### src/rtl/bus_sequencer.sv
// -----------------------------------------------------------------------------
// bus_sequencer
//   Generic external-memory bus engine for the 16-bit core. Runs single or
//   burst read/write cycles on the SysBus pads with configurable wait states,
//   a Ready-driven strobe extension and a Ready timeout. The control FSM
//   issues one request (Req) and waits for Done or Err.
//
// Ports
//   Clock, nReset        : clock, synchronous active-low reset
//   Req/ReqWrite/ReqAddr/ReqLen : request handshake, sampled only in IDLE
//   ReqAck               : one-cycle accept pulse
//   WData / WTake        : write data for the current beat, consumed on WTake
//   Ready                : memory ready, low extends STROBE
//   SysBusIn             : pad input data
//   RData / RValid       : registered read data, one RValid pulse per beat
//   Done / Err           : completion / timeout abort pulses
//   Busy                 : high from ADDR of first beat to end of last RECOV
//   SysBusOut/SysBusOe   : pad output data and its enable
//   ALE,nME,nOE,nWE,ENB  : pad strobes (n* active low)
//
// States
//   IDLE   | pads idle, waiting for Req
//   ADDR   | address phase, ALE high, write data latched
//   STROBE | data phase, wait states then Ready/timeout
//   RECOV  | recovery, RValid for reads, next beat or Done
// -----------------------------------------------------------------------------
module bus_sequencer #(
    parameter int DATA_W      = 16,
    parameter int ADDR_W      = 16,
    parameter int WAIT_STATES = 1,
    parameter int MAX_BURST   = 4,
    parameter int LEN_W       = 3,
    parameter int TIMEOUT     = 32
) (
    input  logic              Clock,
    input  logic              nReset,
    input  logic              Req,
    input  logic              ReqWrite,
    input  logic [ADDR_W-1:0] ReqAddr,
    input  logic [LEN_W-1:0]  ReqLen,
    input  logic [DATA_W-1:0] WData,
    input  logic              Ready,
    input  logic [DATA_W-1:0] SysBusIn,
    output logic              ReqAck,
    output logic              Busy,
    output logic              WTake,
    output logic [DATA_W-1:0] RData,
    output logic              RValid,
    output logic              Done,
    output logic              Err,
    output logic [DATA_W-1:0] SysBusOut,
    output logic              SysBusOe,
    output logic              ALE,
    output logic              nME,
    output logic              nOE,
    output logic              nWE,
    output logic              ENB
);

    localparam int WAIT_W = 4;
    localparam int TMO_W  = $clog2(TIMEOUT + 1);
    localparam logic [WAIT_W-1:0] WAIT_LOAD = WAIT_W'(WAIT_STATES);
    localparam logic [TMO_W-1:0]  TMO_LAST  = TMO_W'(TIMEOUT - 1);
    localparam logic [LEN_W-1:0]  LEN_MAX   = LEN_W'(MAX_BURST);

    typedef enum logic [1:0] {
        S_IDLE   = 2'd0,
        S_ADDR   = 2'd1,
        S_STROBE = 2'd2,
        S_RECOV  = 2'd3
    } state_t;

    state_t              state_q, state_d;
    logic                write_q, write_d;
    logic [ADDR_W-1:0]   addr_q, addr_d;
    logic [LEN_W-1:0]    beats_q, beats_d;   // beats remaining after current
    logic [DATA_W-1:0]   wdata_q, wdata_d;
    logic [DATA_W-1:0]   rdata_q, rdata_d;
    logic [WAIT_W-1:0]   wait_q, wait_d;
    logic [TMO_W-1:0]    tmo_q, tmo_d;
    logic [LEN_W-1:0]    len_clamped;

    // Zero length means one beat; anything above MAX_BURST is cut to MAX_BURST.
    always_comb begin
        len_clamped = ReqLen;
        if (ReqLen == '0) begin
            len_clamped = LEN_W'(1);
        end else if (ReqLen > LEN_MAX) begin
            len_clamped = LEN_MAX;
        end
    end

    always_ff @(posedge Clock) begin
        if (!nReset) begin
            state_q <= S_IDLE;
            write_q <= 1'b0;
            addr_q  <= '0;
            beats_q <= '0;
            wdata_q <= '0;
            rdata_q <= '0;
            wait_q  <= '0;
            tmo_q   <= '0;
        end else begin
            state_q <= state_d;
            write_q <= write_d;
            addr_q  <= addr_d;
            beats_q <= beats_d;
            wdata_q <= wdata_d;
            rdata_q <= rdata_d;
            wait_q  <= wait_d;
            tmo_q   <= tmo_d;
        end
    end

    always_comb begin
        state_d   = state_q;
        write_d   = write_q;
        addr_d    = addr_q;
        beats_d   = beats_q;
        wdata_d   = wdata_q;
        rdata_d   = rdata_q;
        wait_d    = wait_q;
        tmo_d     = tmo_q;

        ReqAck    = 1'b0;
        Busy      = 1'b0;
        WTake     = 1'b0;
        RValid    = 1'b0;
        Done      = 1'b0;
        Err       = 1'b0;
        SysBusOut = '0;
        SysBusOe  = 1'b0;
        ALE       = 1'b0;
        nME       = 1'b1;
        nOE       = 1'b1;
        nWE       = 1'b1;
        ENB       = 1'b0;

        case (state_q)
            S_IDLE: begin
                if (Req) begin
                    ReqAck  = 1'b1;
                    write_d = ReqWrite;
                    addr_d  = ReqAddr;
                    beats_d = len_clamped - LEN_W'(1);
                    state_d = S_ADDR;
                end
            end

            S_ADDR: begin
                Busy      = 1'b1;
                ALE       = 1'b1;
                nME       = 1'b0;
                SysBusOe  = 1'b1;
                SysBusOut = DATA_W'(addr_q);
                if (write_q) begin
                    WTake   = 1'b1;
                    wdata_d = WData;
                end
                wait_d  = WAIT_LOAD;
                tmo_d   = '0;
                state_d = S_STROBE;
            end

            S_STROBE: begin
                Busy = 1'b1;
                nME  = 1'b0;
                if (write_q) begin
                    nWE       = 1'b0;
                    SysBusOe  = 1'b1;
                    SysBusOut = wdata_q;
                end else begin
                    nOE = 1'b0;
                    ENB = 1'b1;
                end
                // Ready only matters once the fixed wait states have elapsed.
                if (wait_q != '0) begin
                    wait_d = wait_q - WAIT_W'(1);
                end else if (Ready) begin
                    if (!write_q) begin
                        rdata_d = SysBusIn;
                    end
                    state_d = S_RECOV;
                end else if (tmo_q == TMO_LAST) begin
                    // This is the TIMEOUT-th consecutive Ready-low cycle.
                    Err     = 1'b1;
                    state_d = S_IDLE;
                end else begin
                    tmo_d = tmo_q + TMO_W'(1);
                end
            end

            S_RECOV: begin
                Busy = 1'b1;
                if (write_q) begin
                    SysBusOe  = 1'b1;
                    SysBusOut = wdata_q;
                end else begin
                    RValid = 1'b1;
                end
                if (beats_q != '0) begin
                    beats_d = beats_q - LEN_W'(1);
                    addr_d  = addr_q + ADDR_W'(1);
                    state_d = S_ADDR;
                end else begin
                    Done    = 1'b1;
                    state_d = S_IDLE;
                end
            end

            default: begin
                state_d = S_IDLE;
            end
        endcase

        // A reset arriving at this edge abandons the transfer: no handshake
        // pulse may escape in the cycle the reset is sampled.
        if (!nReset) begin
            ReqAck = 1'b0;
            WTake  = 1'b0;
            RValid = 1'b0;
            Done   = 1'b0;
            Err    = 1'b0;
        end
    end

    assign RData = rdata_q;

endmodule

### config.mk
export PLATFORM = sky130hd
export DESIGN_NAME = bus_sequencer
export DESIGN_NICKNAME = d
export VERILOG_FILES = /design/src/rtl/bus_sequencer.sv
export SDC_FILE = /design/constraint.sdc
export NUM_CORES = 1
export LEC_CHECK = 0
export ABC_CLOCK_PERIOD_IN_PS = 3130
export BUFFER_PORTS_ARGS = -buffer_cell sky130_fd_sc_hd__buf_2
export CORE_UTILIZATION = 42
export DETAILED_ROUTE_END_ITERATION = 8
export HOLD_SLACK_MARGIN = 0.12
export PLACE_DENSITY = 0.65
export SLEW_MARGIN = 20
export SYNTH_ARGS = -nofsm -noshare
export SYNTH_HDL_FRONTEND = slang
export SYNTH_SLANG_ARGS = --single-unit
### constraint.sdc
create_clock -name Clock -period 3.13 [get_ports Clock]
set_clock_uncertainty 0.05 [all_clocks]
set_input_delay 0.939 -clock Clock [delete_from_list [all_inputs] [get_ports Clock]]
set_output_delay 0.939 -clock Clock [all_outputs]
set_load 0.02 [all_outputs]
==> impl.org, run 1 <==
** Clocking
- The cell sitting at the root of the clock tree is a sky130_fd_sc_hd__clkbuf_8.
- At the later pin of the worst-skew pair, clock insertion delay measures around 0.35 ns.
- CTS buffer count :: 9
- In this run the number of H-tree levels came out at 3.
- CTS tree :: yes
- Hold repair after CTS inserted 0 buffers.
- Clock transition at path regs :: 0.08 ns
- Maximum clock insertion buffer count :: 2
- Once the clock tree was built, the setup fixing pass inserted 0 buffers.
- CTS-repair resized insts :: 0
- Number of sinks handled by clock tree synthesis :: 64

** Yosys
- During synthesis, Yosys emitted a total of 0 warnings.
- Post-synth net total :: between 500 and 600
- Most numerous cell in the Yosys netlist :: sky130_fd_sc_hd__nand2_1
- After synthesis, flip-flops and latches occupy a little under two fifths of the total area.
- Among all flip-flop cells after synthesis, the most frequent one is sky130_fd_sc_hd__dfxtp_1.
- Area leader, netlist :: sky130_fd_sc_hd__dfxtp_1
- Cell types with the highest counts after synthesis :: sky130_fd_sc_hd__nand2_1, sky130_fd_sc_hd__dfxtp_1, sky130_fd_sc_hd__a21oi_1, sky130_fd_sc_hd__nor2_1, sky130_fd_sc_hd__clkbuf_1
- Of the post-synthesis cell area, the dominant cell type holds approximately 37%.
- Library cells used by synthesis :: slightly below 60
- The cell area that synthesis handed to floorplanning was 3420 µm².
- Mapped Cells :: around 450
- Mean cell area of the mapped netlist :: between 7 and 8 µm²
- The synthesized design contains 64 register bits.
- Ranking of synthesized cells by area :: sky130_fd_sc_hd__dfxtp_1, sky130_fd_sc_hd__nand2_1, sky130_fd_sc_hd__a21oi_1
- In this run, synthesis inferred 0 flip-flops with an integrated enable.
- Share of synthesized flip-flops with an asynchronous set or reset :: 0%

** Floorplan
- The initialized floorplan defines 32 standard-cell rows.
- Number of I/O pins :: 100
- In this run the horizontal extent of the chip is 92.3 µm.
- Die Outline Area :: 8520 µm²
- Initial Utilization :: between 40% and 50%
- The core region is slightly below 8000 µm².
- The die is slightly above 90 µm tall.

** Drt
- Across all layers, the routed design uses approximately 3600 vias.
- Wire segments on met3 add up to 607 µm in the final route.
- After the first detailed-routing iteration, the DRC count stood at 171.
- Routed length on met2 :: between 4000 and 5000 µm
- Number of vias per cell :: ~5.4
- In the final routed layout, each cell accounts on average for 14.4 µm.
- DRC errors left :: 0
- Detailed-route wire length :: 9410 µm
- Remaining antenna violation count :: 0
- Before antenna repair, the detailed router went through 5 iterations.
- Uppermost layer routed :: met4
- Met1 routed wirelength after detailed routing :: between 4000 and 5000 µm

** Cells and area
- The repair_antennas step left the layout with diodes totalling 0.
- Fill cells in the final layout number approximately 800.
- Utilization of the core after routing :: between 50% and 60%
- Multi-input gate area in the final layout :: 1960 µm²
- Final instance area :: around 4200 µm²
- Layout Nets :: 610
- Area taken by flip-flops and latches :: 1280 µm²
- Layout cell share with drive strength beyond 1 :: a little over a quarter
- The area growth from synthesis to layout is 22.6%.

** Pwr
- Total power for the finished layout comes to between 0.002 and 0.003 W.
- Power spread over the standard cell area amounts to between 700 and 800 nW/µm².
- Highest ir drop seen on vdd :: about 250 µV
- Cell leakage power :: between 1.5 and 2 nW

** Timing
- Final setup violating endpoints :: 0
- Final worst path period share :: between 90% and 100%
- Final max-slew violation count :: 0
- The final number of hold-violating endpoints was 0.
- In this run the tightest slew margin relative to its limit is between 50% and 60%.
- For the final routed database, the setup TNS stands at 0 ns.
- Post-layout minimum cycle time :: about 2.8 ns
- Final hold analysis gives a worst-case slack of between 0.4 and 0.5 ns.
- For this run, the top clock speed supported by timing is roughly 0.35 GHz.
- Measured slew at the worst slew-check pin :: about 0.68 ns
- Setup repair after global routing left no endpoint under its margin.

** Min path
- The worst hold path was traced through 2 stages.
- Beginning of the worst hold path :: RData[11]
- Hold crit path type :: reg2reg

** Worst setup path
- Data on the critical path is required at its endpoint by around 2.1 ns.
- Setup CP Type :: reg2out
- Peak fanout along the critical path :: 16
- Counting cells, the worst reg-to-reg path comes to 8.
- STA classifies the critical path endpoint as a primary output.
- The worst register-to-register path begins at state_q[1].
- Start point of the critical path :: state_q[0]
- STA classifies the critical path startpoint as a flop.
- Data on the critical path arrives at its endpoint at between 1.5 and 2 ns.

** Global routing
- Entering global routing, the biggest net connects between 40 and 50 pins.
- The number of global-route vias before repair was approximately 3200.
- The number of antenna violations at the first check in global routing was 0.
- GRT overflow :: 0
- Global routing used 23.1% of the available tracks.
- The first global-routing pass estimated between 15000 and 20000 µm of wire.

** Placement
- Quantity of I/O buffers inserted on ports :: roughly 100
- Final weighted congestion of routability-driven global placement :: a little under 0.9
- Summing all placed instances gives a cell area of ~4000 µm².
- HPWL reported at the end of detailed placement :: around 6700 µm

** Job
- Number of max-cap violations :: 0

** Outcome
- The run finished with clean final reports.
## layout by cell type, fill, tap and decap left out, drive strengths merged, types with 4 or more instances in the layout
| cell | synthesis | layout |
|---|---|---|
| nand2 | 84 | 84 |
| buf | 9 | 112 |
| nor3b | 4 | 4 |
| nor2b | 6 | 6 |
| o21ai | 19 | 19 |
| clkbuf | 22 | 9 |
| nor3 | 5 | 5 |
| inv | 16 | 16 |
| nand2b | 4 | 4 |
| o21a | 6 | 6 |
| a31oi | 4 | 4 |
| nor2 | 32 | 32 |
| nand3 | 14 | 14 |
| clkinv | 1 | 4 |
| a21oi | 62 | 62 |
| o211ai | 6 | 6 |
| nor4 | 11 | 11 |
| clkinvlp | 0 | 4 |
| a211oi | 6 | 6 |
| mux2i | 5 | 5 |
| a22oi | 16 | 16 |
| dfxtp | 64 | 64 |
| ha | 9 | 9 |
| nand4 | 8 | 8 |
| and2 | 4 | 4 |
## power breakdown
group | leakage, nW | internal (W) | switching (W) | total (W)
Combinational | 1.03 | 0.000440 | 0.000760 | 0.00120
Sequential | 0.520 | 0.000946 | 0.000183 | 0.00113
Clock | 0.0772 | 0.000285 | 0.000352 | 0.000637
Total | 1.63 | 0.00167 | 0.00129 | 0.00296
## metrics by stage
step | cells | worst slack [ns]
2_1_floorplan | 453 | 0.243
3_3_place_gp | 636 | 0.555
3_5_place_dp | 636 | 0.486
4_1_cts | 652 | 0.114
5_1_grt | 652 | 0.0922
6_report | 652 | 0.286
## worst max-delay path, cell delays in order, from the launching register on
cell	delay, ns
sky130_fd_sc_hd__dfxtp_1	0.38
sky130_fd_sc_hd__inv_1	0.12
sky130_fd_sc_hd__ha_1	0.23
sky130_fd_sc_hd__o21a_2	0.32
sky130_fd_sc_hd__a22oi_1	0.19
sky130_fd_sc_hd__nor2_1	0.08
sky130_fd_sc_hd__buf_2	0.19
## sequential cells by signal, summed over array words and instances, names as in the netlist
| signal | count |
|---|---|
| tmo_q | 6 |
| state_q | 2 |
| beats_q | 3 |
| wait_q | 4 |
| addr_q | 16 |
| RData | 16 |
| wdata_q | 16 |
| write_q | 1 |
## logic make-up (layout without fill, tap and decap cells)
kind of cell,after synthesis,count (layout),synth area share (%)
adder cells (fa/ha/maj),9,9,3.29
AND/OR/NAND/NOR,186,186,26.6
AO/OA/AOI/OAI,139,139,25.2
multiplexers,6,6,1.79
flip-flops,64,64,37.4
XOR/XNOR,1,1,0.256
buffers and inverters,48,145,5.41
## worst paths after layout
kind | endpoint | slack (ns)
max | SysBusOut[9] | 0.29
min | RData[11] | 0.40
max reg2reg | addr_q[8] | 0.70
min reg2reg | RData[11] | 0.40
## per-layer routing
metal,vias to the layer above,GRT usage (%)
li1,1801,-
met1,1621,32.6
met2,115,34.5
met3,13,4.52
met4,0,8.85
met5,-,0
## cell type report
cell class,instances,share of cell area (%)
flip-flops and latches,64,30.5
inverters,17,1.52
well taps,102,3.04
clock buffers,9,2.95
repair buffers,112,14.1
multi-input cells,341,46.7
clock inverters,7,1.16
Power figures use the tool's default switching activity.
==> run 2: changes to the inputs <==
Settings changed: CORE_UTILIZATION 42 to 54, CTS_BUF_LIST from default to sky130_fd_sc_hd__clkbuf_4, PLACE_DENSITY 0.65 to 0.81.
==> impl.org, run 2 (same netlist as run 1, synthesis figures left out) <==
** Placement
- The count of port buffers added during placement is 99 (unchanged).
- Placed Area :: 3980 µm² (-1.0%)
- Final weighted congestion of routability-driven global placement :: 0.833 (-3.7%)
- The HPWL after detailed placement was 6390 µm (-4.5%).

** Pwr
- Highest ir drop seen on vdd :: 482 µV (+95%)
- Cell leakage power :: 1.64 nW (+0.83%)
- Pwr dens :: 728 nW/µm² (+3.1%)

** Drt
- Vias after detailed routing :: 3622 (+2.0%)
- The detailed-route vias per instance came to 5.80 (+6.6%).
- The total length of routed wires was 9180 µm (-2.5%).
- Remaining antenna violation count :: 0 (unchanged)
- The first-pass detailed-route iteration total was 6 (+1).
- 1st-iter DRT viols :: 312 (+82%)
- DRC errors left :: 0 (unchanged)
- Average wire per cell in the routed design :: 14.7 µm (+1.9%)

** Floorplan
- The initial standard-cell utilization of the core was 56.8% (+13 points).
- The site row count is 28 (-13%).
- Number of I/O pins :: 100 (unchanged)
- X dimension of the die :: 81.6 µm (-12%)
- Chip height :: 81.6 µm (-12%)
- The area inside the core boundary is 6030 µm² (-23%).
- Die Outline Area :: 6660 µm² (-22%)

** Cells and area
- The utilization after layout was 69.3% (+16 points).
- The library cell used most frequently in the layout, excluding fill and tap cells, is sky130_fd_sc_hd__buf_2.
- Layout cell share with drive strength beyond 1 :: 26.2% (+0.048 points)
- The area growth from synthesis to layout is 21.9%.
- The number of antenna diodes is 0 (unchanged).
- Final instance area :: 4170 µm² (-0.57%)
- Leading cell types in the layout, fill and taps excluded :: sky130_fd_sc_hd__buf_2, sky130_fd_sc_hd__nand2_1, sky130_fd_sc_hd__dfxtp_1, sky130_fd_sc_hd__a21oi_1, sky130_fd_sc_hd__nor2_1
- Layout Nets :: 609 (-0.16%)

** Global routing
- The total routing usage reported by global routing came to 28.2% (+5.1 points).
- The sum of overflow across all layers after global routing is 0 (unchanged).
- The pin count of the biggest net entering global routing was 59 (+31%).
- The number of antenna violations at the first check in global routing was 0 (unchanged).
- The number of global-route vias before repair is 3169 (+0.35%).
- First-pass GRT wire length :: 14500 µm (-6.9%)

** Timing
- Fmax :: 0.343 GHz (-2.6%)
- The final number of max-transition violations is 0 (unchanged).
- Setup TNS Final :: 0 ns (unchanged)
- RSZ-0062 raised after global routing :: false
- Post-layout minimum cycle time :: 2.92 ns (+0.0752 ns)
- The slew at the pin with the worst max-slew slack came to 0.697 ns (+0.0160 ns).
- The final number of hold-violating endpoints was 0 (unchanged).
- Final worst path period share :: 93.3% (+2.4 points)
- Worst slew margin relative to its limit :: 53.1% (-1.1 points)
- Final setup violating endpoints :: 0 (unchanged)

** Worst setup path
- Worst reg-to-reg setup slack :: 0.72 ns (+0.02 ns)
- Peak fanout along the critical path :: 16 (unchanged)
- In this run the critical register-to-register path is captured at addr_q[14].
- The required time at the endpoint of the critical path came to 2.14 ns (about the same).
- Arrival time worst endpoint :: 1.93 ns (+0.08 ns)
- Setup CP Type :: reg2out
- The number of cells on the worst reg-to-reg path was 7 (-1).
- Type of destination of the critical path :: primary output
- In this run the critical register-to-register path is launched from state_q[1].
- The worst setup path is launched from a flop.

** Clocking
- Post-CTS Setup Inserts :: 0 (unchanged)
- The clock sink count was 64 (unchanged).
- Root cell of the clock tree :: sky130_fd_sc_hd__clkbuf_4
- The TritonCTS buffer count was 9 (unchanged).
- Clock transition at path regs :: 0.11 ns (+0.03 ns)
- The count of hold buffers inserted by post-cts repair was 0 (unchanged).
- Maximum clock insertion buffer count :: 2 (unchanged)
- CTS-repair resized insts :: 0 (unchanged)
- The deepest level of the CTS H-tree came to 3 (unchanged).
- Insertion delay to the later sink of the worst-skew pair :: 0.40 ns (+0.05 ns)
- TritonCTS built the clock tree.

** Min path
- Beginning of the worst hold path :: RData[8]
- End point of the worst hold path :: RData[8]
- The count of cells along the worst hold path is 2 (unchanged).
- The tightest min-delay check is of the reg2reg type.

** Outcome
- Run status :: completed

** Job
- Number of max-cap violations :: 0 (unchanged)
-- run 2: power by group --
part | leakage (nW) | internal [W] | switching [W]
registers | 0.520 | 0.000946 | 0.000175
clock network | 0.0961 | 0.000405 | 0.000316
logic | 1.03 | 0.000437 | 0.000761
total | 1.64 | 0.00179 | 0.00125
-- run 2: stage by stage --
stage               instances  total power [W]  hold slack [ns]  worst slack [ns]
floorplan                 453          0.00193            0.386             0.243
global placement          608          0.00228            0.389             0.583
detailed placement        608          0.00231            0.393             0.509
CTS                       624          0.00303            0.409            0.0675
global route              624          0.00323            0.425            0.0419
finish                    624          0.00304            0.408             0.211
-- run 2: critical path, cell delays in order (launching register included) --
cell and delay [ns]:
sky130_fd_sc_hd__dfxtp_1 0.41, sky130_fd_sc_hd__inv_1 0.12, sky130_fd_sc_hd__ha_1 0.23, sky130_fd_sc_hd__o21a_2 0.32
sky130_fd_sc_hd__a22oi_1 0.18, sky130_fd_sc_hd__nor2_1 0.08, sky130_fd_sc_hd__buf_2 0.20
-- run 2: how the worst max path moves through the flow --
stage / start / endpoint / slack (ns) / depth (start not counted)
3_3_place_gp: state_q[0] / SysBusOut[14] / 0.58 / 6
6_report: state_q[0] / SysBusOut[14] / 0.21 / 6
2_1_floorplan: nReset / Err / 0.24 / 3
5_1_grt: wait_q[0] / Err / 0.04 / 7
3_5_place_dp: state_q[0] / SysBusOut[14] / 0.51 / 6
4_1_cts: state_q[0] / SysBusOut[14] / 0.07 / 6
-- run 2: layout make-up --
| cell class | count | area [µm²] |
|---|---|---|
| multi-input combinational | 341 | 1960 |
| timing repair buffer | 111 | 586 |
| inverter | 17 | 63.8 |
| sequential | 64 | 1280 |
| clock buffer | 9 | 67.6 |
| fill | 547 | 1850 |
| tap | 75 | 93.8 |
| clock inverter | 7 | 120 |
-- run 2: per-layer routing --
metal | track usage, % | share of wire [%] | vias to the layer above
met2 | 46.1 | 47 | 133
met4 | 10.9 | 1.3 | 0
met3 | 4.56 | 6.0 | 11
met1 | 37.0 | 46 | 1674
met5 | 0 | 0 | -
li1 | - | - | 1804
==> run 3: changes to the inputs <==
Settings changed: CORE_MARGIN from default to 8, CTS_CLUSTER_DIAMETER from default to 60.
==> impl.org, run 3 (same netlist as run 1, synthesis figures left out) <==
** Drt
- DRC errors left :: 0 (unchanged)
- The detailed-route vias per instance is 5.85 (+0.84%).
- Average wire per cell in the routed design :: 15.8 µm (+7.5%)
- Detailed-route wire length :: 9900 µm (+7.8%)
- The total via count in the routed design is 3664 (+1.2%).
- Number of detailed-routing iterations run before antenna repair :: 5 (-1)
- Remaining antenna violation count :: 0 (unchanged)
- 1st-iter DRT viols :: 255 (-18%)

** Floorplan
- Die Outline Area :: 9150 µm² (+37%)
- Number of I/O pins :: 100 (unchanged)
- X dimension of the die :: 95.6 µm (+17%)
- The initial standard-cell utilization of the core was 54.9% (-2.0 points).
- The area inside the core boundary was 6240 µm² (+3.6%).
- The y dimension of the die is 95.6 µm (+17%).
- Row count :: 29 (+3.6%)

** Timing
- The final critical-path required period was 2.98 ns (+0.0595 ns).
- The fmax came to 0.336 GHz (-2.0%).
- Setup TNS Final :: 0 ns (unchanged)
- Final setup violating endpoints :: 0 (unchanged)
- The post-route fraction of the period consumed by the critical path came to 95.2% (+1.9 points).
- The tightest slew margin relative to the limit was 56.7% (+3.6 points).
- Final hold violation count :: 0 (unchanged)
- Measured slew at the worst slew-check pin :: 0.643 ns (-0.0537 ns)
- Final max-slew violation count :: 0 (unchanged)
- RSZ-0062 raised after global routing :: false

** Outcome
- The flow ran to the end, and the final reports show no timing, DRC or antenna violations.

** Cells and area
- The number of nets in the final layout is 609 (unchanged).
- Area grow syn2layout :: 21.3%
- Leading cell type in the layout, fill and taps excluded :: sky130_fd_sc_hd__buf_2
- Layout cell share with drive strength beyond 1 :: 26.2% (unchanged)
- Leaving out fill and tap cells, the most frequent cells in the layout are sky130_fd_sc_hd__buf_2, sky130_fd_sc_hd__nand2_1, sky130_fd_sc_hd__dfxtp_1, sky130_fd_sc_hd__a21oi_1, sky130_fd_sc_hd__nor2_1.
- Number of fill cells :: 559 (+2.2%)
- Antenna fix cells :: 0 (unchanged)

** Clocking
- The deepest level of the CTS H-tree was 3 (unchanged).
- Number of sinks handled by clock tree synthesis :: 64 (unchanged)
- The cell sitting at the root of the clock tree is a sky130_fd_sc_hd__clkbuf_4.
- Maximum clock insertion buffer count :: 2 (unchanged)
- Hold_buf cts :: 0 (unchanged)
- TritonCTS built the clock tree.
- The clock latency at the later pin of the worst-skew pair came to 0.42 ns (+0.02 ns).
- Clock transition at path regs :: 0.12 ns (about the same)
- CTS buffer count :: 9 (unchanged)

** Global routing
- The pin count of the biggest net entering global routing came to 45 (-24%).
- GRT overflow :: 0 (unchanged)
- Via count of the first global-routing pass :: 3420 (+7.9%)
- Antenna violations before repair :: 0 (unchanged)
- Fraction of met2 tracks used by global routing :: 33.7% (-12 points)
- First-pass GRT wire length :: 16000 µm (+10%)
- The met1 usage in global routing came to 28.7% (-8.3 points).
- The met3 capacity usage during global routing is 5.20% (+0.64 points).
- The layer flagged by global routing as most heavily used is met2.
- Tot GR Track Use :: 22.0% (-6.1 points)

** Worst setup path
- The worst setup path is captured at a primary output.
- Arrival time worst endpoint :: 1.99 ns (+0.06 ns)
- Kind of launch point of the worst setup path :: flop
- The critical path in this run is classified as reg2out.
- Required time of the critical path :: 2.14 ns (about the same)
- Peak fanout along the critical path :: 44 (+28)

** Pwr
- Clock group share of total power :: 21.8% (-1.9 points)
- Proportion of total power due to net switching :: 42.6% (+1.4 points)
- The share of total power in combinational logic is 40.4% (+1.0 points).
- Pwr dens :: 718 nW/µm² (-1.4%)
- NetSw :: 0.00127 W (+1.4%)
- Post-layout power :: 0.00298 W (-1.9%)
- The register share of total power came to 37.8% (+0.9 points).
- The static power due to leakage is 1.63 nW (-1.1%).
- Internal Dissipation :: 0.00171 W (-4.2%)
- Highest ir drop seen on vdd :: 506 µV (+5.1%)

** Min path
- The worst hold path belongs to the class reg2reg.

** Placement
- The count of port buffers added during placement came to 99 (unchanged).
- The global placer's final weighted congestion came to 0.844 (+1.3%).
- HPWL reported at the end of detailed placement :: 7130 µm (+12%)

** Job
- The number of violations of the max-capacitance limit came to 0 (unchanged).
[run 3: critical path, cell delays in order (launching register included)]
cell and delay (ns):
sky130_fd_sc_hd__dfxtp_1 0.45, sky130_fd_sc_hd__ha_1 0.23, sky130_fd_sc_hd__buf_4 0.41, sky130_fd_sc_hd__inv_1 0.12, sky130_fd_sc_hd__nor3_1 0.18, sky130_fd_sc_hd__buf_2 0.19
[run 3: layer usage]
metal	wire (µm)	vias up
li1	-	1805
met1	4500	1689
met2	4420	150
met3	761	20
met4	223	0
met5	0	-
[run 3: through the flow]
| step | hold WS [ns] | std cells | instance area (µm²) | setup WS [ns] | utilization (%) |
|---|---|---|---|---|---|
| after floorplan | 0.386 | 453 | 3420 | 0.243 | - |
| after detailed placement | 0.393 | 610 | 3990 | 0.399 | 63.9 |
| after CTS | 0.411 | 626 | 4150 | 0.0362 | 66.5 |
| after global routing | 0.425 | 626 | 4150 | 0.000971 | 66.5 |
| final | 0.409 | 626 | 4150 | 0.151 | 66.5 |
| after global placement | 0.389 | 610 | 3990 | 0.414 | 63.9 |
[run 3: path summary, 6_finish.rpt]
path	startpoint	endpoint	slack [ns]	depth (start not counted)
setup reg to reg	state_q[1]	addr_q[8]	0.63	8
hold / removal	RData[6]	RData[6]	0.41	2
setup / recovery	state_q[1]	RValid	0.15	5
hold reg to reg	RData[6]	RData[6]	0.41	2
[run 3: layout make-up]
class                           count  area (µm²)  share of cell area (%)
Timing Repair Buffer              111         586                    14.1
Clock inverter                      7        96.3                    2.32
Sequential cell                    64        1280                    30.9
Multi-Input combinational cell    341        1960                    47.2
Clock buffer                        9        67.6                    1.63
Tap cell                           77        96.3                    2.32
Inverter                           17        63.8                    1.54
[run 3: power by group through the flow]
stage / combinational [W] / sequential, W / clock (W)
6_report: 0.00120 / 0.00113 / 0.000651
5_1_grt: 0.00133 / 0.00115 / 0.000706
4_1_cts: 0.00119 / 0.00112 / 0.000664
3_5_place_dp: 0.00119 / 0.00114 / 0
3_3_place_gp: 0.00115 / 0.00113 / 0
2_1_floorplan: 0.000833 / 0.00110 / 0
[run 3: timing repair]
item                       4_1_cts  5_1_grt
setup buffers                    0        0
setup endpoints to repair        0       17
gates resized for setup          0        2
